[config.mk]
export PLATFORM = sky130hd
export DESIGN_NAME = coeff_fetch_master_flat
export DESIGN_NICKNAME = d
export VERILOG_FILES = /design/src/rtl/coeff_fetch_master_if.sv /design/src/rtl/coeff_fetch_master.sv /design/src/flat_wrapper.sv
export SDC_FILE = /design/constraint.sdc
export NUM_CORES = 1
export LEC_CHECK = 0
export ABC_AREA = 1
export CAP_MARGIN = 20
export CORE_MARGIN = 2
export CORE_UTILIZATION = 45
export DETAILED_ROUTE_END_ITERATION = 10
export GPL_TIMING_DRIVEN = 0
export PLACE_DENSITY = 0.81
export SLEW_MARGIN = 0
export SYNTH_ARGS = -nofsm -noshare
export SYNTH_HDL_FRONTEND = slang
export SYNTH_SLANG_ARGS = --single-unit
[constraint.sdc]
create_clock -name clk -period 2.1 [get_ports clk]
set_input_delay 0.42 -clock clk [delete_from_list [all_inputs] [get_ports clk]]
set_output_delay 0.42 -clock clk [all_outputs]
set_load 0.02 [all_outputs]
[src/rtl/coeff_fetch_master_if.sv]
// coeff_fetch_master_if
//   Bundles the two handshaked sides of the coefficient fetcher:
//   - Avalon-MM read channel to the 8-bit coefficient memory
//     (avm_address, avm_read, avm_waitrequest, avm_readdata, avm_readdatavalid)
//   - valid/ready coefficient stream to the register file
//     (coeff_data, coeff_index, coeff_valid, coeff_ready)
//   modport master : the fetcher itself.
//   modport slave  : the environment, i.e. the memory plus the stream consumer.
interface coeff_fetch_master_if #(
    parameter int ADDR_W = 12,
    parameter int DATA_W = 8
);
    logic [ADDR_W-1:0] avm_address;
    logic              avm_read;
    logic              avm_waitrequest;
    logic [DATA_W-1:0] avm_readdata;
    logic              avm_readdatavalid;
    logic [DATA_W-1:0] coeff_data;
    logic [7:0]        coeff_index;
    logic              coeff_valid;
    logic              coeff_ready;

    modport master (
        output avm_address, avm_read,
        input  avm_waitrequest, avm_readdata, avm_readdatavalid,
        output coeff_data, coeff_index, coeff_valid,
        input  coeff_ready
    );

    modport slave (
        input  avm_address, avm_read,
        output avm_waitrequest, avm_readdata, avm_readdatavalid,
        input  coeff_data, coeff_index, coeff_valid,
        output coeff_ready
    );
endinterface

[src/rtl/coeff_fetch_master.sv]
// coeff_fetch_master
//   Avalon-MM read master that fetches NUM_COEFFS bytes of one layer's
//   convolution coefficients and streams them, with their index, to the
//   coefficient register file. Reads are pipelined single-beat; the number of
//   reads in flight plus bytes buffered never exceeds MAX_PENDING, which is
//   also the depth of the return FIFO, so the FIFO can never overflow.
//
// Ports
//   clk, reset   : clock, asynchronous active-high reset
//   get_coeffs   : one-cycle start pulse, layer sampled with it
//   busy / done  : fetch in progress / one-cycle completion pulse
//   bus (master) : Avalon read channel + coefficient stream
//   checksum     : 16-bit sum of popped bytes (only with COEFF_FETCH_CHECKSUM_EN)
//
// Optional feature macro: COEFF_FETCH_CHECKSUM_EN
module coeff_fetch_master #(
    parameter int                ADDR_W      = 12,
    parameter int                DATA_W      = 8,
    parameter int                NUM_COEFFS  = 9,
    parameter logic [ADDR_W-1:0] COEFF_BASE  = 'h040,
    parameter int                LAYER_SPAN  = 16,
    parameter int                MAX_PENDING = 4
) (
    input  logic                 clk,
    input  logic                 reset,
    input  logic                 get_coeffs,
    input  logic [1:0]           layer,
    output logic                 busy,
    output logic                 done,
    coeff_fetch_master_if.master bus
`ifdef COEFF_FETCH_CHECKSUM_EN
    ,
    output logic [15:0]          checksum
`endif
);

    localparam int              PTR_W  = $clog2(MAX_PENDING);
    localparam int              CNT_W  = $clog2(MAX_PENDING + 1);
    localparam logic [7:0]      N_LAST = 8'(NUM_COEFFS);
    localparam logic [CNT_W:0]  CREDIT = (CNT_W + 1)'(MAX_PENDING);
    localparam logic [CNT_W-1:0] FULL  = CNT_W'(MAX_PENDING);

    typedef enum logic [1:0] {S_IDLE, S_ISSUE, S_DRAIN, S_DONE} state_t;

    state_t            state, state_nxt;
    logic [1:0]        layer_q;
    logic [7:0]        issue_cnt, rsp_cnt, out_cnt;
    logic [CNT_W-1:0]  in_flight, fifo_count;
    logic [PTR_W-1:0]  wr_ptr, rd_ptr;
    logic [DATA_W-1:0] fifo_mem [MAX_PENDING];
    logic [CNT_W:0]    occupancy;
    logic [ADDR_W-1:0] layer_base;
    logic              start, issue_ok, rd_acc, push, pop, fifo_nempty;

    // Handshake decode
    assign start       = (state == S_IDLE) && get_coeffs;
    assign occupancy   = {1'b0, in_flight} + {1'b0, fifo_count};
    // Issue only while a credit remains: outstanding reads + buffered bytes
    // must stay below the FIFO depth so every response has a slot waiting.
    assign issue_ok    = (state == S_ISSUE) && (issue_cnt < N_LAST) && (occupancy < CREDIT);
    assign rd_acc      = issue_ok && !bus.avm_waitrequest;
    // Responses with nothing outstanding (e.g. left over from before a reset)
    // are dropped.
    assign push        = bus.avm_readdatavalid && (in_flight != '0) && (rsp_cnt < N_LAST);
    assign fifo_nempty = (fifo_count != '0);
    assign pop         = fifo_nempty && bus.coeff_ready;

    // Address arithmetic wraps naturally at ADDR_W bits. The counter only
    // moves on acceptance, so the address is stable through waitrequest.
    assign layer_base      = COEFF_BASE + ADDR_W'(layer_q) * ADDR_W'(LAYER_SPAN);
    assign bus.avm_read    = issue_ok;
    assign bus.avm_address = (state == S_ISSUE) ? layer_base + ADDR_W'(issue_cnt) : '0;

    assign bus.coeff_valid = fifo_nempty;
    assign bus.coeff_data  = fifo_nempty ? fifo_mem[rd_ptr] : '0;
    assign bus.coeff_index = out_cnt;

    // State register
    always_ff @(posedge clk or posedge reset) begin
        if (reset) state <= S_IDLE;
        else       state <= state_nxt;
    end

    // Next state and status outputs
    always_comb begin
        state_nxt = state;
        busy      = 1'b0;
        done      = 1'b0;
        unique case (state)
            S_IDLE:  if (get_coeffs) state_nxt = S_ISSUE;
            S_ISSUE: begin
                busy = 1'b1;
                if (issue_cnt == N_LAST) state_nxt = S_DRAIN;
            end
            S_DRAIN: begin
                busy = 1'b1;
                if (out_cnt == N_LAST) state_nxt = S_DONE;
            end
            S_DONE: begin
                done      = 1'b1;
                state_nxt = S_IDLE;
            end
            default: state_nxt = S_IDLE;
        endcase
    end

    // Counters and FIFO pointers
    always_ff @(posedge clk or posedge reset) begin
        if (reset) begin
            layer_q    <= '0;
            issue_cnt  <= '0;
            rsp_cnt    <= '0;
            out_cnt    <= '0;
            in_flight  <= '0;
            fifo_count <= '0;
            wr_ptr     <= '0;
            rd_ptr     <= '0;
        end else begin
            if (start) begin
                layer_q   <= layer;
                issue_cnt <= '0;
                rsp_cnt   <= '0;
                out_cnt   <= '0;
            end else begin
                if (rd_acc) issue_cnt <= issue_cnt + 8'd1;
                if (push)   rsp_cnt   <= rsp_cnt + 8'd1;
                if (pop)    out_cnt   <= out_cnt + 8'd1;
            end

            unique case ({rd_acc, push})
                2'b10:   in_flight <= in_flight + CNT_W'(1);
                2'b01:   in_flight <= in_flight - CNT_W'(1);
                default: ;
            endcase

            unique case ({push, pop})
                2'b10:   fifo_count <= fifo_count + CNT_W'(1);
                2'b01:   fifo_count <= fifo_count - CNT_W'(1);
                default: ;
            endcase

            if (push) wr_ptr <= wr_ptr + PTR_W'(1);
            if (pop)  rd_ptr <= rd_ptr + PTR_W'(1);
        end
    end

    // FIFO storage; contents are don't-care until written, output is gated
    // by coeff_valid.
    always_ff @(posedge clk) begin
        if (push) fifo_mem[wr_ptr] <= bus.avm_readdata;
    end

`ifdef COEFF_FETCH_CHECKSUM_EN
    // Running sum of consumed bytes; final once DONE is reached since the
    // last pop is what moves the FSM out of DRAIN.
    always_ff @(posedge clk or posedge reset) begin
        if (reset)      checksum <= '0;
        else if (start) checksum <= '0;
        else if (pop)   checksum <= checksum + 16'(bus.coeff_data);
    end
`endif

    a_fifo_no_overflow: assert property (@(posedge clk) disable iff (reset)
        !(push && (fifo_count == FULL)));

endmodule

[src/flat_wrapper.sv]
// flat-port wrapper written by rule: the top's interface ports become plain ports
module coeff_fetch_master_flat 
#(
    parameter int                ADDR_W      = 12,
    parameter int                DATA_W      = 8,
    parameter int                NUM_COEFFS  = 9,
    parameter logic [ADDR_W-1:0] COEFF_BASE  = 'h040,
    parameter int                LAYER_SPAN  = 16,
    parameter int                MAX_PENDING = 4
)
  (clk, reset, get_coeffs, layer, busy, done, bus_avm_address, bus_avm_read, bus_avm_waitrequest, bus_avm_readdata, bus_avm_readdatavalid, bus_coeff_data, bus_coeff_index, bus_coeff_valid, bus_coeff_ready);
  coeff_fetch_master_if #(.ADDR_W(ADDR_W), .DATA_W(DATA_W)) bus_i ();
  input  logic clk;
  input  logic reset;
  input  logic get_coeffs;
  input  logic [1:0] layer;
  output logic busy;
  output logic done;
  output wire logic [$bits(bus_i.avm_address)-1:0] bus_avm_address;
  output wire logic [$bits(bus_i.avm_read)-1:0] bus_avm_read;
  input wire logic [$bits(bus_i.avm_waitrequest)-1:0] bus_avm_waitrequest;
  input wire logic [$bits(bus_i.avm_readdata)-1:0] bus_avm_readdata;
  input wire logic [$bits(bus_i.avm_readdatavalid)-1:0] bus_avm_readdatavalid;
  output wire logic [$bits(bus_i.coeff_data)-1:0] bus_coeff_data;
  output wire logic [$bits(bus_i.coeff_index)-1:0] bus_coeff_index;
  output wire logic [$bits(bus_i.coeff_valid)-1:0] bus_coeff_valid;
  input wire logic [$bits(bus_i.coeff_ready)-1:0] bus_coeff_ready;
  assign bus_avm_address = bus_i.avm_address;
  assign bus_avm_read = bus_i.avm_read;
  assign bus_i.avm_waitrequest = bus_avm_waitrequest;
  assign bus_i.avm_readdata = bus_avm_readdata;
  assign bus_i.avm_readdatavalid = bus_avm_readdatavalid;
  assign bus_coeff_data = bus_i.coeff_data;
  assign bus_coeff_index = bus_i.coeff_index;
  assign bus_coeff_valid = bus_i.coeff_valid;
  assign bus_i.coeff_ready = bus_coeff_ready;
  coeff_fetch_master #(.ADDR_W(ADDR_W), .DATA_W(DATA_W), .NUM_COEFFS(NUM_COEFFS), .COEFF_BASE(COEFF_BASE), .LAYER_SPAN(LAYER_SPAN), .MAX_PENDING(MAX_PENDING)) u_core (.clk(clk), .reset(reset), .get_coeffs(get_coeffs), .layer(layer), .busy(busy), .done(done), .bus(bus_i));
endmodule
; After elaboration in Yosys (flattened, before gate mapping)
; Memories as Yosys holds them, arrays and structs flattened.
; Index checks and enable logic that the tools add are counted.
[word_totals]
register_bits = 38
mem_bits_rw = 32
inputBits = 16
out_inout_bits = 32
elab_cells = 73
memories = 1
[memory_table]
columns = memory, depth, word_bits, read_ports, rd_ports_with_merged_regs, wr, line
row1 = u_core.fifo_mem, 4, 8, 1, 0, 1, coeff_fetch_master.sv:50  ; logic [DATA_W-1:0] fifo_mem [MAX_PENDING];
[op_classes]
add_sub_neg = 12
magnitude_cmp = 3
n_eq_ne = 12
muxes = 18
reduce_logical = 18
[ops]
columns = cell, n
row1 = $mux 8, 7
row2 = $add 8x1->8 const B, 3
row3 = $eq 8x4->1 const B, 2
row4 = $lt 8x4->1 const B, 2
row5 = $add 12x8->12, 1
row6 = $mux 12, 1
row7 = $pmux 3 s2, 2
row8 = $reduce_bool 2->1, 5
row9 = $add 7x6->8 const A, 1
row10 = $eq 2x2->1 const B, 4
row11 = $pmux 2 s4, 1
row12 = $logic_and 1x1->1, 7
row13 = $add 3x1->3 const B, 2
row14 = $eq 2x1->1 const B, 3
row15 = $mux 2, 3
row16 = $reduce_bool 3->1, 2
row17 = $sub 3x1->3 const B, 2
row18 = $add 2x1->2 const B, 2
row19 = $add 3x3->4, 1
row20 = $lt 4x3->1 const B, 1
row21 = $mux 1, 4
row22 = $ne 2x2->1 const B, 2
row23 = $reduce_and 3->1, 1
row24 = $logic_not 2->1, 1
row25 = other kinds (3), 3

; Depth between registers and ports, before layout
[depth]
word_depth = 6
ltp_mapped = 14
mapped_depth_nobuf = 13

; Least setup slack after synthesis
; OpenSTA, ideal clock, no wires.
[synth_timing]
path_type = reg-to-reg
start = register u_core.rsp_cnt[0]
end = register u_core.in_flight[2]
setup_ps = 131
arrival_ps = 1985
t_required_ps = 1969
slack_ps = -15
path_stages_with_launch = 13
n_path_buf = 1
path_cell_list = dfrtp_1 -> inv_1 -> ha_1 -> o21ai_2 -> nor2_2 -> nor2b_4 -> buf_6 -> ha_1 -> inv_1 -> fa_1 -> a21oi_1 -> o21ai_0 -> xor2_1
[synth_via]
elab_chain_len = 4
word_cells_on_any_way = 6
classes_between = order compare: 1 / eq/ne: 2 / mux: 1 / reduce/logical: 2
[synth_rtl]
columns = element, line
row1 = from (decl), coeff_fetch_master.sv:47  ; logic [7:0] issue_cnt, rsp_cnt, out_cnt;
row2 = from (signal assigned), coeff_fetch_master.sv:126  ; if (push) rsp_cnt <= rsp_cnt + 8'd1;
row3 = $lt 8x4->1 *, coeff_fetch_master.sv:64  ; assign push = bus.avm_readdatavalid && (in_flight != '0) && (rsp_cnt < N_LAST);
row4 = $logic_and 1x1->1 *, coeff_fetch_master.sv:64
row5 = via u_core.push, coeff_fetch_master.sv:53  ; logic start, issue_ok, rd_acc, push, pop, fifo_nempty;
row6 = $eq 2x1->1 / $eq 2x2->1 (equally long branches), coeff_fetch_master.sv:130  ; unique case ({rd_acc, push})
row7 = $pmux 3 s2 / $reduce_bool 2->1 (equally long branches), -
row8 = to (signal assigned), coeff_fetch_master.sv:131  ; 2'b10: in_flight <= in_flight + CNT_W'(1);
row9 = to (signal assigned), coeff_fetch_master.sv:132  ; 2'b01: in_flight <= in_flight - CNT_W'(1);
row10 = to (decl), coeff_fetch_master.sv:48  ; logic [CNT_W-1:0] in_flight, fifo_count;
; Mark *: on every way through the listed nets, which the timed path passes. The rest lies on a longest branch.
; A chain may end at the register's enable or synchronous reset.

; Final worst setup path
[layout_timing]
start = register u_core.layer_q[0]
end = output port bus_avm_address[6]
[layout_via]
elab_chain_len = 3
[layout_rtl]
columns = element, line
row1 = from (decl), coeff_fetch_master.sv:46  ; logic [1:0] layer_q;
row2 = from (signal assigned), coeff_fetch_master.sv:120  ; layer_q <= layer;
row3 = $add 7x6->8, coeff_fetch_master.sv:70  ; assign layer_base = COEFF_BASE + ADDR_W'(layer_q) * ADDR_W'(LAYER_SPAN);
row4 = $add 12x8->12, coeff_fetch_master.sv:72  ; assign bus.avm_address = (state == S_ISSUE) ? layer_base + ADDR_W'(issue_cnt) : '0;
row5 = $mux 12, coeff_fetch_master.sv:72
row6 = to (decl), flat_wrapper.sv:19  ; output wire logic [$bits(bus_i.avm_address)-1:0] bus_avm_address;
; No other way between the ends.

==> flow_summary.toml <==
[cells_and_area]
fillers = 653
areaGrowthSynthToFinish_pct = 29.1
multiInputGateArea_mm2 = 0.00174
drive_above_1_share = 0.292
fin_cells = 588
n_antenna_cell = 0
final_nets = 519
seq_area_mm2 = 0.00192

[worst_setup_path]
startpoint_type = "register"
rr_worst_depth = 12
critPathKind = "reg -> out"
max_stage_delay_ps = 400
cp_num_buf_inv = 2
required_ps = 1680
r2r_start = "u_core.state[1]$_DFFE_PP0P_"
worstPathCellList = "ha_2 > fa_2 > nor2_4 > inv_2 > a21oi_2 > buf_4"
slowest_stage = "dfrtp_1"
r2r_end = "u_core.in_flight[1]$_DFFE_PP0P_"
ff2ff_setup_slack_ps = 50
crit_fanout = 2
cp-end-kind = "output port"
crit_family = "adder cells"
cp.arrival_ps = 1700

[synth]
syn_area_per_cell_um2 = 9.63
synth_top_flop_cell = "dfrtp_1"
synth_seq_area_share = 0.501
syn_inst = 396
netlist_area_mm2 = 0.00381
async_reset_ff_frac = 0.543
ys_types = 37
yosys_warnings = 0
synth_seq_cells = 70
synth_edf_count = 32

[hold_path]
hp-class = "reg -> reg"
holdPathStages = 2
hold_end = "u_core.rsp_cnt[6]$_DFFE_PP0P_"
hp-start = "u_core.rsp_cnt[6]$_DFFE_PP0P_"

[sta]
skew_ps = 10.4
tightestPinTransition_ps = 833
finalSetupTns_ps = -15.5
max_freq_mhz = 473
maxSlewViolCount = 0
relSlewSlack = 0.442
rsz0062_at_grt = "yes"
finalHoldViolCount = 0
fin_crit_ps = 2120
fin_ws_ps = -15.5
fin_crit_sh = 1.01
setup_viol = 1

[placement]
place.gp.congestion = 0.796
hpwl_um = 5260
dp.cells = 547
io_buffer_count = 44

[grt]
grt_overflow_total = 0
grt_max_degree = 39
track_usage = 0.184
antenna_found_initial = 0
grt_pass1_vias = 2731
grt_pass1_wl_um = 12800

[power_and_ir_drop]
peakVddDrop_v = 0.000597
leakagePower_nw = 2.28
power_density_mw_per_mm2 = 1350

[clocking]
clk_path_buf_depth = 2
clk_pin_slew_worst_paths_ps = 80
cts_tree = "yes"
cts_sinks = 70
root_buffer = "clkbuf_8"
clk_latency_ps = 350
cts_made_buffers = 9
ctsHoldBuffers = 0
cts_max_level = 3

[floorplanning]
die_h_um = 96.0
core_area_mm2 = 0.00822
initial_core_util = 0.464
dieArea_mm2 = 0.00922
io_pins = 48
fp.dieW_um = 96.0
num_rows = 33

[routing]
drc = 0
via_count = 2925
routedWlPerCell_um = 14.6
drt-total-wl_um = 8580
ant_nets = 0
first_iter_violations = 169
drt-pass1-iter-count = 5
viasPerCell = 4.97

[run]
max_cap_viol_count = 0

[outcome]
violations = "negative setup slack"
status = "finished with violations"
[flip-flops by register name, summed over array words and instances (netlist names)]
name	cells
u_core.bus.coeff_index	8
u_core.fifo_count	3
u_core.fifo_mem	32
u_core.in_flight	3
u_core.issue_cnt	8
u_core.layer_q	2
u_core.rd_ptr	2
u_core.rsp_cnt	8
u_core.state	2
u_core.wr_ptr	2
[cells in the mapped netlist (3+ instances only)]
master,count,share of area
a21oi_1,14,0.018
buf_2,3,0.0039
buf_4,5,0.0098
buf_6,3,0.0089
dfrtp_1,38,0.25
edfxtp_1,32,0.25
fa_1,3,0.016
ha_1,22,0.072
inv_1,48,0.047
inv_2,9,0.0089
nand2_1,59,0.058
nand2_2,3,0.0049
nand3_1,19,0.025
nand3_2,8,0.021
nand3_4,3,0.014
nand4_1,12,0.020
nor2_1,54,0.053
nor2_2,4,0.0066
nor2_8,3,0.016
o21ai_0,12,0.016
o21ai_1,13,0.017
o21ai_2,3,0.0069
xor2_1,7,0.016
[layout by cell type (no fill, tap or decap), drive strengths merged, types with 3 or more instances in the layout]
cell type | synthesis | routed
nand3 | 30 | 31
conb | 1 | 3
clkbuf | 1 | 11
buf | 11 | 48
dfrtp | 38 | 38
fa | 3 | 3
edfxtp | 32 | 32
inv | 60 | 61
nand2 | 63 | 63
a21oi | 14 | 14
clkinvlp | 0 | 3
clkdlybuf4s50 | 0 | 24
xor2 | 7 | 7
nand4 | 12 | 12
nor2 | 63 | 63
o21ai | 28 | 28
clkdlybuf4s15 | 0 | 3
ha | 22 | 22
[what timing repair did]
item	4_1_cts	5_1_grt
endpoints found under the setup margin	38	52
pin swaps	9	13
resized for setup	88	33
gates cloned	0	1
setup buffers	11	14
[per-layer routing]
layer	wire (um)	share of wire	global-route usage
met5	0	0	0
met4	144	0.017	0.0714
met3	387	0.045	0.0376
met2	4480	0.52	0.315
met1	3580	0.42	0.230
[layout make-up]
cell class | count | area share
timing repair buffer | 69 | 0.119
inverter | 60 | 0.0490
sequential | 70 | 0.389
multi-input combinational | 257 | 0.352
tap | 105 | 0.0267
buffer | 11 | 0.0186
clock inverter | 7 | 0.0196
clock buffer | 9 | 0.0252
[stage by stage]
stage / total power [mW] / worst slack (ps) / util / cell area [um^2] / hold slack [ps]
floorplan: 4.03 / 1.51 / - / 3820 / 455
global placement: 4.84 / -352 / 0.534 / 4390 / 473
detailed placement: 4.96 / -392 / 0.534 / 4390 / 496
CTS: 6.30 / -49.9 / 0.575 / 4720 / 515
global route: 7.08 / -93.7 / 0.599 / 4920 / 553
finish: 6.65 / -15.5 / 0.599 / 4920 / 514
[where the power goes]
group / internal, mW / switching, mW
sequential: 1.79 / 0.251
clock: 0.673 / 0.553
combinational: 1.41 / 1.98
total: 3.87 / 2.79
[how the worst max path moves through the flow]
stage | endpoint | slack, ps | cells past startpoint | from
3_5_place_dp | u_core.in_flight[2]$_DFFE_PP0P_ | -390 | 11 | bus_avm_readdatavalid
6_report | bus_avm_address[6] | -20 | 6 | u_core.layer_q[0]$_DFFE_PP0P_
3_3_place_gp | u_core.in_flight[2]$_DFFE_PP0P_ | -350 | 11 | bus_avm_readdatavalid
5_1_grt | bus_avm_address[6] | -90 | 6 | u_core.layer_q[0]$_DFFE_PP0P_
2_1_floorplan | u_core.in_flight[2]$_DFFE_PP0P_ | 2 | 12 | u_core.rsp_cnt[0]$_DFFE_PP0P_
4_1_cts | bus_avm_address[6] | -50 | 6 | u_core.issue_cnt[4]$_DFFE_PP0P_
[worst register-to-register path: stages, from the launching register on]
cell and delay [ps]:
dfrtp_1 400, inv_2 90, ha_4 130, buf_6 110, inv_6 50, nor2_8 140, nand2_4 60, nor2_4 120
nand3_4 100, ha_4 180, inv_4 50, fa_2 420, o21ai_1 130
[cells by family after synthesis]
group	count (synthesis)	synth area share
AND/OR/NAND/NOR	173	0.237
buffers and inverters	72	0.0863
flip-flops	70	0.501
AO/OA/AOI/OAI	46	0.0660
adder cells (fa/ha/maj)	25	0.0880
XOR/XNOR	9	0.0207
other	1	0.000984
Power figures use the tool's default switching activity.
